===== config.mk =====
export PLATFORM = sky130hd
export DESIGN_NAME = mvb_frame_tx
export DESIGN_NICKNAME = d
export VERILOG_FILES = /design/src/rtl/mvb_frame_tx.sv
export SDC_FILE = /design/constraint.sdc
export NUM_CORES = 1
export LEC_CHECK = 0
export BUFFER_PORTS_ARGS = -buffer_cell sky130_fd_sc_hd__buf_2
export CORE_MARGIN = 1
export CORE_UTILIZATION = 36
export DETAILED_ROUTE_END_ITERATION = 8
export PLACE_DENSITY_LB_ADDON = 0.08
export SETUP_SLACK_MARGIN = 0.3
export SYNTH_ARGS = -nofsm -noshare
export SYNTH_HDL_FRONTEND = slang
export SYNTH_SLANG_ARGS = --single-unit
export TNS_END_PERCENT = 20

===== constraint.sdc =====
create_clock -name clk_24M -period 4.35 [get_ports clk_24M]
set_clock_uncertainty 0.1 [all_clocks]
set_input_delay 0.2175 -clock clk_24M [delete_from_list [all_inputs] [get_ports clk_24M]]
set_output_delay 0.2175 -clock clk_24M [all_outputs]
set_load 0.05 [all_outputs]

===== src/rtl/mvb_frame_tx.sv =====
// MVB master frame transmitter.
// Sends one 34-bit-time Manchester frame per accepted request:
// start bit, 8-symbol delimiter, 16 data bits (MSB first), 7 CRC bits plus
// an even-parity bit, and a closing NL symbol. All outputs are registered.
//
// state | meaning
// IDLE  | line held high, driver off, waiting for tx_start
// START | start bit '1'
// DELIM | delimiter NH,NL,'0',NH,NL,'0','0','0'
// DATA  | payload bits, MSB first; CRC advances as each bit begins
// CHECK | complemented CRC bits then parity bit
// END   | closing NL symbol
module mvb_frame_tx #(
    parameter int BIT_CLKS = 16
) (
    input  logic        clk_24M,
    input  logic        rst,
    input  logic        tx_start,
    input  logic [15:0] tx_data,
    output logic        data_out,
    output logic        tx_en,
    output logic        tx_busy,
    output logic        tx_done
);

    localparam int            PW       = (BIT_CLKS > 2) ? $clog2(BIT_CLKS) : 1;
    localparam logic [PW-1:0] PH_LAST  = PW'(BIT_CLKS - 1);
    localparam logic [PW-1:0] PH_HALF  = PW'(BIT_CLKS / 2);
    localparam logic [6:0]    CRC_POLY = 7'h65;

    typedef enum logic [2:0] {IDLE, START, DELIM, DATA, CHECK, END} state_t;
    typedef enum logic [1:0] {SYM_ZERO, SYM_ONE, SYM_NL, SYM_NH} sym_t;

    state_t        state;
    state_t        nxt_state;
    logic [PW-1:0] phase;
    logic [PW-1:0] nxt_phase;
    logic [3:0]    bit_cnt;
    logic [3:0]    nxt_bit;
    logic [15:0]   data_reg;
    logic [6:0]    crc;
    logic [6:0]    crc_upd;
    logic [7:0]    check_vec;
    logic          ph_wrap;
    logic          crc_load;
    logic          nxt_level;
    sym_t          nxt_sym;

    // Index of the last bit in each field.
    function automatic logic [3:0] field_last(input state_t s);
        case (s)
            DELIM:   return 4'd7;
            DATA:    return 4'd15;
            CHECK:   return 4'd7;
            default: return 4'd0;
        endcase
    endfunction

    // Field that follows each field in the frame.
    function automatic state_t field_next(input state_t s);
        case (s)
            START:   return DELIM;
            DELIM:   return DATA;
            DATA:    return CHECK;
            CHECK:   return END;
            default: return IDLE;
        endcase
    endfunction

    function automatic sym_t delim_sym(input logic [2:0] idx);
        case (idx)
            3'd0:    return SYM_NH;
            3'd1:    return SYM_NL;
            3'd3:    return SYM_NH;
            3'd4:    return SYM_NL;
            default: return SYM_ZERO;
        endcase
    endfunction

    function automatic logic [6:0] crc_step(input logic [6:0] c, input logic din);
        return {c[5:0], 1'b0} ^ (((din ^ c[6]) == 1'b1) ? CRC_POLY : 7'h00);
    endfunction

    // Manchester level of a symbol in its first or second half.
    function automatic logic sym_level(input sym_t s, input logic first_half);
        case (s)
            SYM_ONE:  return first_half;
            SYM_ZERO: return ~first_half;
            SYM_NH:   return 1'b1;
            default:  return 1'b0;
        endcase
    endfunction

    // Frame position (field, bit, phase) for the following cycle.
    always_comb begin
        ph_wrap   = (phase == PH_LAST);
        nxt_state = state;
        nxt_phase = phase + 1'b1;
        nxt_bit   = bit_cnt;
        if (ph_wrap) begin
            nxt_phase = '0;
            if (bit_cnt == field_last(state)) begin
                nxt_bit   = '0;
                nxt_state = field_next(state);
            end else begin
                nxt_bit = bit_cnt + 1'b1;
            end
        end
    end

    // CRC advances as each data bit starts, so it is complete when CHECK begins.
    always_comb begin
        check_vec = {~crc, ^(~crc)};
        crc_load  = ph_wrap && (nxt_state == DATA);
        crc_upd   = crc_step(crc, data_reg[4'd15 - nxt_bit]);
    end

    // Symbol and line level to be driven in the following cycle.
    always_comb begin
        case (nxt_state)
            START:   nxt_sym = SYM_ONE;
            DELIM:   nxt_sym = delim_sym(nxt_bit[2:0]);
            DATA:    nxt_sym = data_reg[4'd15 - nxt_bit] ? SYM_ONE : SYM_ZERO;
            CHECK:   nxt_sym = check_vec[3'd7 - nxt_bit[2:0]] ? SYM_ONE : SYM_ZERO;
            default: nxt_sym = SYM_NL;
        endcase
        nxt_level = sym_level(nxt_sym, nxt_phase < PH_HALF);
    end

    // Frame sequencer with registered line outputs.
    always_ff @(posedge clk_24M) begin
        if (!rst) begin
            state    <= IDLE;
            phase    <= '0;
            bit_cnt  <= '0;
            data_reg <= '0;
            crc      <= '0;
            data_out <= 1'b1;
            tx_en    <= 1'b0;
            tx_busy  <= 1'b0;
            tx_done  <= 1'b0;
        end else begin
            tx_done <= 1'b0;
            case (state)
                IDLE: begin
                    data_out <= 1'b1;
                    tx_en    <= 1'b0;
                    tx_busy  <= 1'b0;
                    phase    <= '0;
                    bit_cnt  <= '0;
                    // A request coinciding with the done pulse is dropped.
                    if (tx_start && !tx_done) begin
                        state    <= START;
                        data_reg <= tx_data;
                        crc      <= '0;
                        data_out <= 1'b1;
                        tx_en    <= 1'b1;
                        tx_busy  <= 1'b1;
                    end
                end
                default: begin
                    if (nxt_state == IDLE) begin
                        state    <= IDLE;
                        phase    <= '0;
                        bit_cnt  <= '0;
                        data_out <= 1'b1;
                        tx_en    <= 1'b0;
                        tx_busy  <= 1'b0;
                        tx_done  <= 1'b1;
                    end else begin
                        state    <= nxt_state;
                        phase    <= nxt_phase;
                        bit_cnt  <= nxt_bit;
                        data_out <= nxt_level;
                        if (crc_load) begin
                            crc <= crc_upd;
                        end
                    end
                end
            endcase
        end
    end

endmodule

==> impl_metrics.tcl, run 1 <==
set metrics [dict create \
    yosys_warnings 0 \
    io_buffers 22 \
    met1Wirelength_um 2910 \
    path_buf_inv 0 \
    outcome "complete, no violations" \
    routed_via_density 5.40 \
    worstPathRequired_ns 4.48 \
    drt-initial-drc-count 46 \
    cts_root_buffer "clkbuf_8" \
    n_fill_cell 686 \
    grt_pass1_wl_um 9600 \
    htreeDepth 2 \
    netSwitchingPower_uw 180 \
    timing_worst_setup_path_type "reg2reg" \
    core-area_um2 6420 \
    hpwlAfterDp_um 3990 \
    syn2layout_area_growth_pct 7.53 \
    hold_depth 3 \
    grt_overflow 0 \
    final.period_utilization 0.791 \
    reg2reg_from "phase[0]" \
    endpoint_kind "register" \
    drt_wl_total_um 5620 \
    synth_top_family_by_area "simple AND/OR/NAND/NOR gates" \
    seqPwrFrac 0.484 \
    cts_inserted_buffers 5 \
    clk_pin_slew_ns 0.08 \
    synth_edf_count 0 \
    die_w_um 83.8 \
    hold_end "data_reg[3]" \
    grtUsageTotal 0.170 \
    ys_dominant_reg_cell "dfxtp_1" \
    setup_tns_ns 0 \
    r2r_slack_ns 0.91 \
    initial_utilization 0.375 \
    final_cell_mix "56 x nand2_1, 37 x dfxtp_1, 22 x buf_2" \
    die_h_um 83.8 \
    cp_cell_sequence "ha_1 > nand3_1 > or4b_2 > o21ai_2 > nand3_1 > nor3_1 > mux2i_1" \
    routed.top_layer "met4" \
    final_util 0.403 \
    async_flop_share 0 \
    yosysUniqueCellTypes 65 \
    r2r-end "crc[6]" \
    slew_headroom 0.570 \
    syn_area_um2 2410 \
    reg2regPathDepth 7 \
    io_pins 23 \
    power_switching_share 0.242 \
    final_common_cell "nand2_1" \
    cts_tree "built" \
    ctsHoldBuffers 0 \
    grt_max_degree 33 \
    diodes 0 \
    timing.fmax_mhz 291 \
    share_comb_of_total_power 0.092 \
    via_count 2073 \
    clk_latency_ns 0.29 \
    cts_setup_buffers 0 \
    setup_viol_count_final 0 \
    largest_register_ffs 16 \
    crit_arrival_ns 3.57 \
    synth_compound_area_frac 0.241 \
    syn_inst 296 \
    synth_fa_ha_area_frac 0.0104 \
    ys_seq_elements 37 \
    period_needed_ns 3.44 \
    crit_family "simple AND/OR/NAND/NOR gates" \
    layout-drive-gt1-share 0.179 \
    vdd_drop_max_mv 0.160 \
    worstMarginPinSlew_ns 0.644 \
    path_max_fanout 15 \
    wl_met2_um 2500 \
    path_common_cell "nand3_1" \
    first_pass_iters 4 \
    clock_sinks 37 \
    synth-simple-area-share 0.278 \
    cp.depth 7 \
    cts_buffer_depth 2 \
    final-hold-violation-count 0 \
    yosysSeqAreaShare 0.307 \
    synth.area.mux_share 0.0519 \
    syn_avg_cell_area_um2 8.14 \
    synth_nets 317 \
    wl_per_cell_um 14.6 \
    row_count 29 \
    final_max_slew_viol_count 0 \
    max_stage_delay_ns 0.81 \
    die-area_um2 7020 \
    critPathSlowestCell "or4b_2" \
    worst_hold_startpoint "tx_data[3]" \
    power.density_nw_per_um2 287 \
    synth-xor-area-share 0.0312 \
    hp-class "in2reg" \
    p_int_uw 565 \
    clkPwrFrac 0.425 \
    grt_pass1_vias 1972 \
    drtAntennaViolNets 0 \
    drc 0 \
    start_kind "register" \
    gp_congestion 0.798 \
    drv_cap 0 \
    cts_resized 0 \
    antenna_found_initial 0 \
    layout.nets 327 \
    rsz0062_at_grt "false" \
    leakage_nw 0.907 \
    dr_wl_met3_um 112 \
]
-- through the flow --
stage	cell area (µm²)	instances	hold slack (ns)	total power [mW]	worst slack [ns]
2_1_floorplan	2410	296	0.262	0.419	1.71
4_1_cts	2590	384	0.0628	0.753	0.929
5_1_grt	2590	384	0.0678	0.778	0.650
3_3_place_gp	2470	376	0.344	0.438	0.921
3_5_place_dp	2470	376	0.354	0.439	0.958
6_report	2590	384	0.0658	0.744	0.910
-- worst max path at each step --
stage / startpoint / endpoint / slack (ns)
after floorplan: phase[0] / crc[5] / 1.71
after global placement: phase[0] / crc[6] / 0.92
after detailed placement: phase[0] / crc[6] / 0.96
after CTS: phase[0] / crc[6] / 0.93
after global routing: phase[0] / crc[5] / 0.65
final: phase[0] / crc[6] / 0.91
-- power groups by stage --
stage / registers (mW) / logic (mW) / clock network, mW
after CTS: 0.360 / 0.0707 / 0.322
after global placement: 0.368 / 0.0695 / 0
after global routing: 0.362 / 0.0785 / 0.338
after floorplan: 0.368 / 0.0503 / 0
final: 0.360 / 0.0683 / 0.316
after detailed placement: 0.368 / 0.0706 / 0
-- Yosys cell counts, drive strengths merged, types with 2 or more instances --
cell | instances | area [µm²]
mux2i | 8 | 80.1
nand3 | 17 | 85.1
nor2 | 16 | 60.1
o21bai | 2 | 15.0
a21boi | 20 | 150
inv | 8 | 30.0
nor2b | 3 | 18.8
ha | 2 | 25.0
or3 | 4 | 30.0
a211o | 2 | 17.5
a221oi | 3 | 26.3
nor4 | 2 | 27.5
a21o | 5 | 38.8
and3 | 3 | 25.0
and2 | 4 | 26.3
o21ai | 18 | 97.6
nand2 | 56 | 210
o31a | 2 | 17.5
nor3b | 7 | 57.6
nand4 | 6 | 37.5
a22oi | 2 | 15.0
buf | 13 | 110
clkbuf | 6 | 22.5
xnor2 | 4 | 35.0
dfxtp | 37 | 741
mux2 | 2 | 22.5
a21oi | 12 | 67.6
xor2 | 2 | 17.5
o31ai | 2 | 20.0
nor3 | 7 | 35.0
-- kinds of logic after synthesis --
group,count (synthesis)
buf+inv,29
fa+ha+maj,2
compound gates,78
xor+xnor,7
mux,11
flops,37
simple gates,132
-- worst reg2reg max path, delay by kind of cell (launching register included) --
kind                       cells  cell delay, ns
AOI/OAI and AO/OA              1            0.29
adders and majority gates      1            0.28
DFF                            1            0.38
muxes                          1            0.20
and+or+nand+nor                4            2.12
-- metal layers --
| metal | vias up | GRT usage |
|---|---|---|
| li1 | 1077 | - |
| met1 | 968 | 0.226 |
| met4 | 0 | 0.0549 |
| met2 | 21 | 0.279 |
| met5 | - | 0 |
| met3 | 7 | 0.0307 |
-- layout make-up --
type,count,area [µm²],share of cell area
multi-input combinational,230,1480,0.572
sequential,37,741,0.286
timing repair buffer,24,125,0.0483
tap,77,96.3,0.0372
clock buffer,7,86.3,0.0333
clock inverter,1,30.0,0.0116
inverter,8,30.0,0.0116
No activity file was read; power rests on OpenSTA's default activity.
==> inputs of run 2 (changes only) <==
--- a/config.mk
+++ b/config.mk
@@ -5,6 +5,7 @@
 export SDC_FILE = /design/constraint.sdc
 export NUM_CORES = 1
 export LEC_CHECK = 0
+export ABC_AREA = 1
 export BUFFER_PORTS_ARGS = -buffer_cell sky130_fd_sc_hd__buf_2
 export CORE_MARGIN = 1
 export CORE_UTILIZATION = 36
==> constraint.sdc (replaced) <==
create_clock -name clk_24M -period 3.3 [get_ports clk_24M]
set_clock_uncertainty 0.1 [all_clocks]
set_input_delay 0.165 -clock clk_24M [delete_from_list [all_inputs] [get_ports clk_24M]]
set_output_delay 0.165 -clock clk_24M [all_outputs]
set_load 0.05 [all_outputs]
==> run 2 against run 1 <==
Synthesized cell count is 2.4% higher. Routed wire length is 16% lower. Non-clock buffer count is 1 higher.
==> impl_metrics.tcl, run 2 <==
set metrics [dict create \
    outcome "complete, no violations" \
    rsz0062_at_grt "false" \
    p_total_uw 929 \
    drt_wl_total_um 4690 \
    syn_area_um2 2070 \
    hpwlAfterDp_um 3440 \
    htreeDepth 2 \
    synth_top_area_frac 0.358 \
    path_common_cell "nand2_1" \
    ys_seq_elements 37 \
    pre_cts_ws_ns 0.613 \
    hp-class "in2reg" \
    first_pass_iters 4 \
    synth_top_cells_by_count "61 x nand2_1, 40 x nor2_1, 37 x dfxtp_1" \
    clock_sinks 37 \
    cp_cell_sequence "ha_1 > nand2_2 > nor2_4 > nand2_1 > nor2_2 > nand3_2 > nand2_8 > inv_1 > nor2_1 > nor2_1 > nand2_1 > nand3_2 > nand2_2 > nand2_1 > nand3b_1 > nand3_1 > a21oi_1" \
    yosysUniqueCellTypes 34 \
    power.density_nw_per_um2 398 \
    setup_tns_ns 0 \
    yosysSeqAreaShare 0.358 \
    cts_inserted_buffers 5 \
    largest_register_ffs 16 \
    final_common_cell "nand2_1" \
    io_pins 23 \
    die_w_um 77.8 \
    worstPathRequired_ns 3.42 \
    io_buffers 22 \
    vdd_drop_max_mv 0.222 \
    grt_pass1_vias 1751 \
    final-hold-violation-count 0 \
    path_buf_inv 1 \
    crit_arrival_ns 2.81 \
    worstMarginPinSlew_ns 0.789 \
    timing_worst_setup_path_type "reg2reg" \
    cts_root_buffer "clkbuf_8" \
    slew_headroom 0.473 \
    timing.fmax_mhz 372 \
    cts_setup_buffers 0 \
    max_stage_delay_ns 0.39 \
    syn2layout_area_growth_pct 12.8 \
    setup_viol_count_final 0 \
    dp_cells 388 \
    syn_avg_cell_area_um2 6.83 \
    wl_per_cell_um 11.8 \
    yosys_warnings 0 \
    routed_via_density 4.69 \
    grt_pass1_wl_um 8110 \
    via_count 1866 \
    endpoint_kind "register" \
    drv_cap 0 \
    crit_family "simple AND/OR/NAND/NOR gates" \
    synth_edf_count 0 \
    leakage_nw 1.07 \
    row_count 27 \
    final_cell_mix "61 x nand2_1, 40 x nor2_1, 37 x dfxtp_1" \
    synth_nets 324 \
    layout-drive-gt1-share 0.169 \
    syn_inst 303 \
    clk_pin_slew_ns 0.07 \
    drtAntennaViolNets 0 \
    final.period_utilization 0.814 \
    die-area_um2 6060 \
    async_flop_share 0 \
    cts_tree "built" \
    grt_overflow 0 \
    drt-initial-drc-count 55 \
    synth.most_common_cell "nand2_1" \
    antenna_found_initial 0 \
    layout.nets 347 \
    synth_area_leaders "dfxtp_1 36%, nand2_1 11%, nor2_1 7.3%" \
    final_max_slew_viol_count 0 \
    die_h_um 77.8 \
    initial_utilization 0.374 \
    path_max_fanout 16 \
    start_kind "register" \
    cts_buffer_depth 2 \
    grt_max_degree 31 \
    fin_cells 398 \
    holdWs_ns 0.00661 \
    clk_latency_ns 0.29 \
    grtUsageTotal 0.169 \
    diodes 0 \
    ys_dominant_reg_cell "dfxtp_1" \
    period_needed_ns 2.69 \
    setup_ws_ns 0.613 \
    yosys.area.top_type "dfxtp_1" \
    drc 0 \
    critPathSlowestCell "dfxtp_1" \
    gp_congestion 0.790 \
    core-area_um2 5540 \
]
-- run 2: cell type report --
class	count	area (µm²)
flip-flops and latches	37	741
clock buffers	7	86.3
well taps	72	90.1
multi-input cells	215	1120
fillers	638	3210
repair buffers	25	140
inverters	42	159
-- run 2: final timing paths --
path	start	endpoint	slack [ns]	cells after the start
worst min register to register	data_reg[14]	data_reg[14]	0.35	2
worst min-delay path	tx_data[2]	data_reg[2]	0.007	3
worst max-delay path	phase[0]	crc[2]	0.61	17
worst max register to register	phase[0]	crc[2]	0.61	17
-- run 2: cell families after synthesis --
kind of cell / share of synthesized area
simple gates: 0.352
buf+inv: 0.106
compound gates: 0.134
flops: 0.358
xor+xnor: 0.0381
fa+ha+maj: 0.0121
-- run 2: where the power goes --
| group | switching (mW) | internal [mW] |
|---|---|---|
| Clock | 0.160 | 0.166 |
| Combinational | 0.0801 | 0.0406 |
| Sequential | 0.0108 | 0.472 |
-- run 2: stage by stage --
stage	area (µm²)	utilization
floorplan	2070	-
global placement	2210	0.399
detailed placement	2210	0.399
CTS	2330	0.420
global route	2330	0.421
finish	2330	0.421
-- run 2: metal layers --
metal | wire length (µm) | part of all wire | vias to the layer above | global-route usage
li1 | - | - | 1010 | -
met1 | 2450 | 0.52 | 830 | 0.225
met2 | 2100 | 0.45 | 21 | 0.272
met3 | 89 | 0.019 | 5 | 0.0318
met4 | 51 | 0.011 | 0 | 0.0623
met5 | 0 | 0 | - | 0
-- run 2: what timing repair did --
item                                    CTS  global route
hold endpoints to repair                  3             0
gates resized for setup                   0             1
endpoints found under the setup margin    0             1
hold buffers                              3             0
-- run 2: worst register-to-register path: cells and delay by family (launching register included) --
family / cells / cell delay, ns
AND/OR/NAND/NOR: 14 / 1.65
flip-flops: 1 / 0.39
adder cells (fa/ha/maj): 1 / 0.21
buffers and inverters: 1 / 0.15
AO/OA/AOI/OAI: 1 / 0.11
